File: src/rtl/pc_pkg.sv
// Shared types and helpers for the Hack program counter with return-address stack.
package pc_pkg;

  typedef enum logic [2:0] {
    PC_HOLD = 3'd0,
    PC_INC  = 3'd1,
    PC_LOAD = 3'd2,
    PC_CALL = 3'd3,
    PC_RET  = 3'd4
  } pc_cmd_t;

  localparam logic [63:0] PC_RESET_VALUE = 64'd0;

  // Fixed priority: load > call > ret > increment > hold.
  function automatic pc_cmd_t pc_decode(input logic load, input logic call,
                                        input logic ret, input logic increment);
    pc_cmd_t cmd;
    if (load) begin
      cmd = PC_LOAD;
    end else if (call) begin
      cmd = PC_CALL;
    end else if (ret) begin
      cmd = PC_RET;
    end else if (increment) begin
      cmd = PC_INC;
    end else begin
      cmd = PC_HOLD;
    end
    return cmd;
  endfunction

endpackage

File: src/rtl/return_stack.sv
// Register-based LIFO of return addresses; callers must not push when full or pop when empty.
module return_stack
  import pc_pkg::*;
#(
  parameter int unsigned WIDTH = 16,
  parameter int unsigned DEPTH = 8,
  localparam int unsigned DW = $clog2(DEPTH + 1)
) (
  input  logic             clk,
  input  logic             reset,
  input  logic             push,
  input  logic             pop,
  input  logic [WIDTH-1:0] push_data,
  output logic [WIDTH-1:0] top,
  output logic [DW-1:0]    depth,
  output logic             full,
  output logic             empty
);

  localparam int unsigned AW = $clog2(DEPTH);

  logic [WIDTH-1:0] mem_q [DEPTH];
  logic [DW-1:0]    depth_q;
  logic [DW-1:0]    top_idx;

  assign top_idx = depth_q - DW'(1);
  assign top     = mem_q[top_idx[AW-1:0]];
  assign depth   = depth_q;
  assign full    = (depth_q == DW'(DEPTH));
  assign empty   = (depth_q == '0);

  always_ff @(posedge clk) begin
    if (reset) begin
      depth_q <= '0;
    end else if (push && !full) begin
      mem_q[depth_q[AW-1:0]] <= push_data;
      depth_q                <= depth_q + DW'(1);
    end else if (pop && !empty) begin
      depth_q <= depth_q - DW'(1);
    end
  end

endmodule

File: src/rtl/program_counter_stack.sv
// Hack CPU program counter with call/return stack and sticky fault flags.
// Optional breakpoint/halt logic is built when PC_BREAKPOINT_EN is defined.
module program_counter_stack
  import pc_pkg::*;
#(
  parameter int unsigned WIDTH = 16,
  parameter int unsigned DEPTH = 8,
  localparam int unsigned DW = $clog2(DEPTH + 1)
) (
  input  logic             clk,
  input  logic             reset,
  input  logic [WIDTH-1:0] in_value,
  input  logic             load,
  input  logic             call,
  input  logic             ret,
  input  logic             increment,
`ifdef PC_BREAKPOINT_EN
  input  logic [WIDTH-1:0] bp_addr,
  input  logic             bp_arm,
  input  logic             resume,
`endif
  output logic [WIDTH-1:0] out,
  output logic [DW-1:0]    depth,
  output logic             stack_overflow,
  output logic             stack_underflow,
  output logic             halted
);

  logic [WIDTH-1:0] out_q, out_d, out_inc, stk_top;
  logic             ovf_q, ovf_d, unf_q, unf_d;
  logic             push, pop, stk_full, stk_empty;
  pc_cmd_t          cmd;

  assign out_inc = out_q + WIDTH'(1);

  return_stack #(
    .WIDTH (WIDTH),
    .DEPTH (DEPTH)
  ) u_stack (
    .clk       (clk),
    .reset     (reset),
    .push      (push),
    .pop       (pop),
    .push_data (out_inc),
    .top       (stk_top),
    .depth     (depth),
    .full      (stk_full),
    .empty     (stk_empty)
  );

`ifdef PC_BREAKPOINT_EN
  logic halted_q, halted_d;
`endif

  always_comb begin
    cmd = pc_decode(load, call, ret, increment);
`ifdef PC_BREAKPOINT_EN
    if (halted_q && !resume) begin
      cmd = PC_HOLD;
    end
`endif
    out_d = out_q;
    push  = 1'b0;
    pop   = 1'b0;
    ovf_d = ovf_q;
    unf_d = unf_q;
    case (cmd)
      PC_INC:  out_d = out_inc;
      PC_LOAD: out_d = in_value;
      PC_CALL: begin
        out_d = in_value;
        if (stk_full) begin
          ovf_d = 1'b1;
        end else begin
          push = 1'b1;
        end
      end
      PC_RET: begin
        if (stk_empty) begin
          unf_d = 1'b1;
        end else begin
          pop   = 1'b1;
          out_d = stk_top;
        end
      end
      default: ;
    endcase
  end

`ifdef PC_BREAKPOINT_EN
  // Only fire on arrival at bp_addr, so sitting on it after resume does not re-halt.
  always_comb begin
    halted_d = 1'b0;
    if (halted_q && !resume) begin
      halted_d = 1'b1;
    end else if (bp_arm && (out_d == bp_addr) && (out_q != bp_addr)) begin
      halted_d = 1'b1;
    end
  end

  always_ff @(posedge clk) begin
    if (reset) begin
      halted_q <= 1'b0;
    end else begin
      halted_q <= halted_d;
    end
  end

  assign halted = halted_q;
`else
  assign halted = 1'b0;
`endif

  always_ff @(posedge clk) begin
    if (reset) begin
      out_q <= PC_RESET_VALUE[WIDTH-1:0];
      ovf_q <= 1'b0;
      unf_q <= 1'b0;
    end else begin
      out_q <= out_d;
      ovf_q <= ovf_d;
      unf_q <= unf_d;
    end
  end

  assign out             = out_q;
  assign stack_overflow  = ovf_q;
  assign stack_underflow = unf_q;

endmodule

File: config.mk
export PLATFORM = sky130hd
export DESIGN_NAME = program_counter_stack
export DESIGN_NICKNAME = d
export VERILOG_FILES = /design/src/rtl/pc_pkg.sv /design/src/rtl/return_stack.sv /design/src/rtl/program_counter_stack.sv
export SDC_FILE = /design/constraint.sdc
export NUM_CORES = 1
export LEC_CHECK = 0
export BUFFER_PORTS_ARGS = -buffer_cell sky130_fd_sc_hd__buf_2
export CAP_MARGIN = 5
export CORE_AREA = 3 3 150 152
export DETAILED_ROUTE_END_ITERATION = 10
export DIE_AREA = 0 0 153 155
export SLEW_MARGIN = 20
export SYNTH_ARGS = -nofsm -noshare
export SYNTH_HDL_FRONTEND = slang
export SYNTH_SLANG_ARGS = --single-unit
File: constraint.sdc
create_clock -name clk -period 2.9 [get_ports clk]
set_input_delay 0.435 -clock clk [delete_from_list [all_inputs] [get_ports clk]]
set_output_delay 0.435 -clock clk [all_outputs]
set_load 0.05 [all_outputs]
==> metrics.txt <==
# TYPE chip_impl_metric gauge
chip_impl_info{name="synthFlopType",value="edfxtp_1"} 1
chip_impl_metric{name="syn-mean-instance-area",unit="um2"} 16.47
chip_impl_metric{name="report.final.slew_viol_count",unit=""} 0
chip_impl_metric{name="maxClockFrequency",unit="GHz"} 0.3847
chip_impl_metric{name="insertedDiodeCount",unit=""} 0
chip_impl_metric{name="worst_hold_slack",unit="ps"} 327.7
chip_impl_metric{name="die_area",unit="um2"} 23720
chip_impl_metric{name="power.leakage",unit="uW"} 0.002501
chip_impl_metric{name="synth_nets",unit=""} 412
chip_impl_metric{name="cts_buffers",unit=""} 17
chip_impl_metric{name="hold_violations",unit=""} 0
chip_impl_metric{name="ir_drop",unit="uV"} 404.8
chip_impl_metric{name="power_density",unit="nW/um2"} 695.1
chip_impl_metric{name="maxcap_viol_count",unit=""} 0
chip_impl_metric{name="cts.reportedPaths.clkPinSlew",unit="ps"} 60
chip_impl_metric{name="post_route_cells_drive_above_1_share",unit="%"} 34.20
chip_impl_metric{name="synthesis.area",unit="um2"} 6372
chip_impl_metric{name="worst_skew_pair.late_latency",unit="ps"} 420
chip_impl_metric{name="cts_sinks",unit=""} 150
chip_impl_metric{name="period_minus_slack",unit="ps"} 2599
chip_impl_metric{name="areaGrowthSynthToFinish",unit="%"} 18.50
chip_impl_metric{name="final.setup.tns",unit="ps"} 0
chip_impl_metric{name="combPwrFrac",unit="%"} 13.3
chip_impl_metric{name="cts_h_tree_depth",unit=""} 4
chip_impl_metric{name="floorplan.io_pins",unit=""} 45
chip_impl_metric{name="syn_inst",unit=""} 387
chip_impl_metric{name="hpwlAfterDp",unit="mm"} 9.711
chip_impl_metric{name="worst-r2r-setup-slack",unit="ps"} 300
chip_impl_metric{name="clock_tree.buffer_depth",unit=""} 2
chip_impl_info{name="rsz0062_at_grt",value="no"} 1
chip_impl_info{name="clock_tree_from_tritoncts",value="built"} 1
chip_impl_info{name="mostFrequentLayoutCell",value="edfxtp_1"} 1
chip_impl_metric{name="switchingPower",unit="uW"} 1380
chip_impl_metric{name="detail_route.iter0.violations",unit=""} 267
chip_impl_metric{name="vias",unit=""} 3692
chip_impl_metric{name="floorplan.core_area",unit="um2"} 21150
chip_impl_metric{name="netSwitchingFraction",unit="%"} 26.29
chip_impl_metric{name="ys_types",unit=""} 48
chip_impl_metric{name="crit_fanout",unit=""} 11
chip_impl_metric{name="dieWidth",unit="um"} 153
chip_impl_metric{name="via_count_of_the_first_global_routing_pass",unit=""} 3749
chip_impl_metric{name="floorplan.die.height",unit="um"} 155
chip_impl_metric{name="globalRouteOverflowTotal",unit=""} 0
chip_impl_metric{name="grt_start_max_net_pins",unit=""} 37
chip_impl_metric{name="global_route_wire_length_before_repair",unit="mm"} 23.18
chip_impl_metric{name="finalSetupViolCount",unit=""} 0
chip_impl_metric{name="io_buffer_count",unit=""} 43
chip_impl_metric{name="final.fill_count",unit=""} 1970
chip_impl_metric{name="sequential_to_total_area_share_from_yosys_stat",unit="%"} 67.23
chip_impl_metric{name="worstMarginPinSlew",unit="ps"} 741.9
chip_impl_metric{name="first_pass_iters",unit=""} 4
chip_impl_info{name="setup.worst_path.class",value="reg2reg"} 1
chip_impl_metric{name="fin_skew",unit="ps"} 4.635
chip_impl_info{name="clockRootBuffer",value="clkbuf_16"} 1
chip_impl_metric{name="ant_nets",unit=""} 0
chip_impl_metric{name="routed_wirelength",unit="mm"} 15.10
chip_impl_metric{name="crit_required",unit="ps"} 3180
chip_impl_metric{name="arrival",unit="ps"} 2880
chip_impl_metric{name="placement_rows",unit=""} 53
chip_impl_metric{name="number_of_antenna_violations_at_the_first_check_in_global_routing",unit=""} 1
chip_impl_info{name="crit_path_start_kind",value="flip-flop"} 1
chip_impl_info{name="worstSetupEndpointType",value="flip-flop"} 1
chip_impl_metric{name="initial_core_util",unit="%"} 30.12
chip_impl_metric{name="globalRouteTotalUtil",unit="%"} 13.13
chip_impl_metric{name="cts_resized",unit=""} 0
chip_impl_metric{name="p_seq_share",unit="%"} 47.3
chip_impl_metric{name="slew_headroom",unit="%"} 50.37
chip_impl_metric{name="holdBufCountCts",unit=""} 0
chip_impl_metric{name="via_cell_ratio",unit=""} 5.030
chip_impl_metric{name="cts_setup_buffers",unit=""} 0
chip_impl_info{name="hold_class",value="in2reg"} 1
chip_impl_metric{name="yosysWarningCount",unit=""} 0
chip_impl_metric{name="gp_routability_congestion",unit=""} 0.7880
chip_impl_info{name="most-common-layout-cells",value="edfxtp_1, buf_2, mux4_2"} 1
chip_impl_metric{name="asyncSetResetFlopFracSynth",unit="%"} 0
chip_impl_metric{name="avgRoutedWirePerCell",unit="um"} 20.57
chip_impl_metric{name="synth-edff-count",unit=""} 128
chip_impl_metric{name="number_of_remaining_drc_errors",unit=""} 0
chip_impl_info{name="status",value="finished, final reports clean"} 1
chip_impl_metric{name="ys_seq_elements",unit=""} 150
chip_impl_metric{name="final_min_period_over_clock_period",unit="%"} 89.63
chip_impl_metric{name="cell_internal_pwr",unit="uW"} 3869
chip_impl_metric{name="nNetsFinal",unit=""} 471
chip_impl_metric{name="pwr-share-clk",unit="%"} 39.3
[cells in the mapped netlist (all sizes together) (5+ instances only)]
library cell	n	area [um2]
nand3	7	40.04
a22oi	7	52.55
a221oi	5	62.56
xor2	10	87.58
mux4	32	720.7
nor3	9	45.04
a311oi	10	87.58
a21oi	12	71.32
nor2	39	156.4
dfxtp	22	440.4
inv	8	30.03
a211oi	5	37.54
nand2	22	82.58
mux2	5	56.30
edfxtp	128	3844
xnor2	8	70.07
buf	18	128.9
[sequential cells by signal, summed over array words and instances (netlist names)]
signal / cells
out: 16
u_stack.mem_q: 128
stack_underflow: 1
u_stack.depth: 4
stack_overflow: 1
[metal layers]
layer	up-vias	global-route usage, %	wire length (um)
met4	2	5.049	261
met2	109	21.81	7673
li1	1648	-	-
met1	1908	16.60	6403
met5	-	0	11
met3	25	3.394	750
[stage by stage]
| stage | area, um2 | util [%] | total power, uW | setup slack [ps] | instances |
|---|---|---|---|---|---|
| global placement | 6994 | 33.06 | 3219 | 404.3 | 702 |
| finish | 7551 | 35.70 | 5249 | 300.8 | 734 |
| floorplan | 6411 | - | 3046 | 78.09 | 387 |
| CTS | 7551 | 35.70 | 5290 | 316.4 | 734 |
| global route | 7551 | 35.70 | 5449 | 97.51 | 734 |
| detailed placement | 6994 | 33.06 | 3235 | 329.2 | 702 |
[power groups by stage]
stage,Clock (uW),Sequential [uW],Combinational [uW]
2_1_floorplan,0,2610,434
3_3_place_gp,0,2530,693
3_5_place_dp,0,2530,706
4_1_cts,2100,2480,708
5_1_grt,2210,2490,756
6_report,2060,2480,700
[worst max-delay path: stages (launching register included)]
cell	delay, ps
dfxtp_1	560
inv_1	150
ha_1	580
buf_4	310
mux4_2	320
mux2_2	280
a21oi_1	150
a311oi_1	110
[final timing paths]
path / start / end / cells after the start
max: u_stack.depth[1]$_SDFFE_PP0P_ / out[3]$_SDFFE_PP0P_ / 7
min: in_value[3] / out[3]$_SDFFE_PP0P_ / 3
max reg2reg: u_stack.depth[1]$_SDFFE_PP0P_ / out[3]$_SDFFE_PP0P_ / 7
min reg2reg: stack_underflow$_SDFFE_PP0P_ / stack_underflow$_SDFFE_PP0P_ / 2
[logic make-up after synthesis]
kind of cell               count (synthesis)  share of synthesized area (%)
AOI/OAI and AO/OA                         51                          6.440
adders and majority gates                  3                         0.5891
other                                      1                        0.05885
buffers and inverters                     30                          2.729
DFF                                      150                          67.23
muxes                                     41                          12.82
and+or+nand+nor                           93                          7.658
xor gates and xnor gates                  18                          2.474
[layout make-up]
class / count / area, um2 / share of cell area [%]
multi-input combinational: 207 / 1952 / 25.85
tap: 275 / 344.1 / 4.557
timing repair buffer: 62 / 382.9 / 5.070
clock buffer: 17 / 425.4 / 5.634
inverter: 8 / 30.03 / 0.3977
clock inverter: 15 / 131.4 / 1.740
sequential: 150 / 4285 / 56.75
Power figures use the tool's default switching activity.
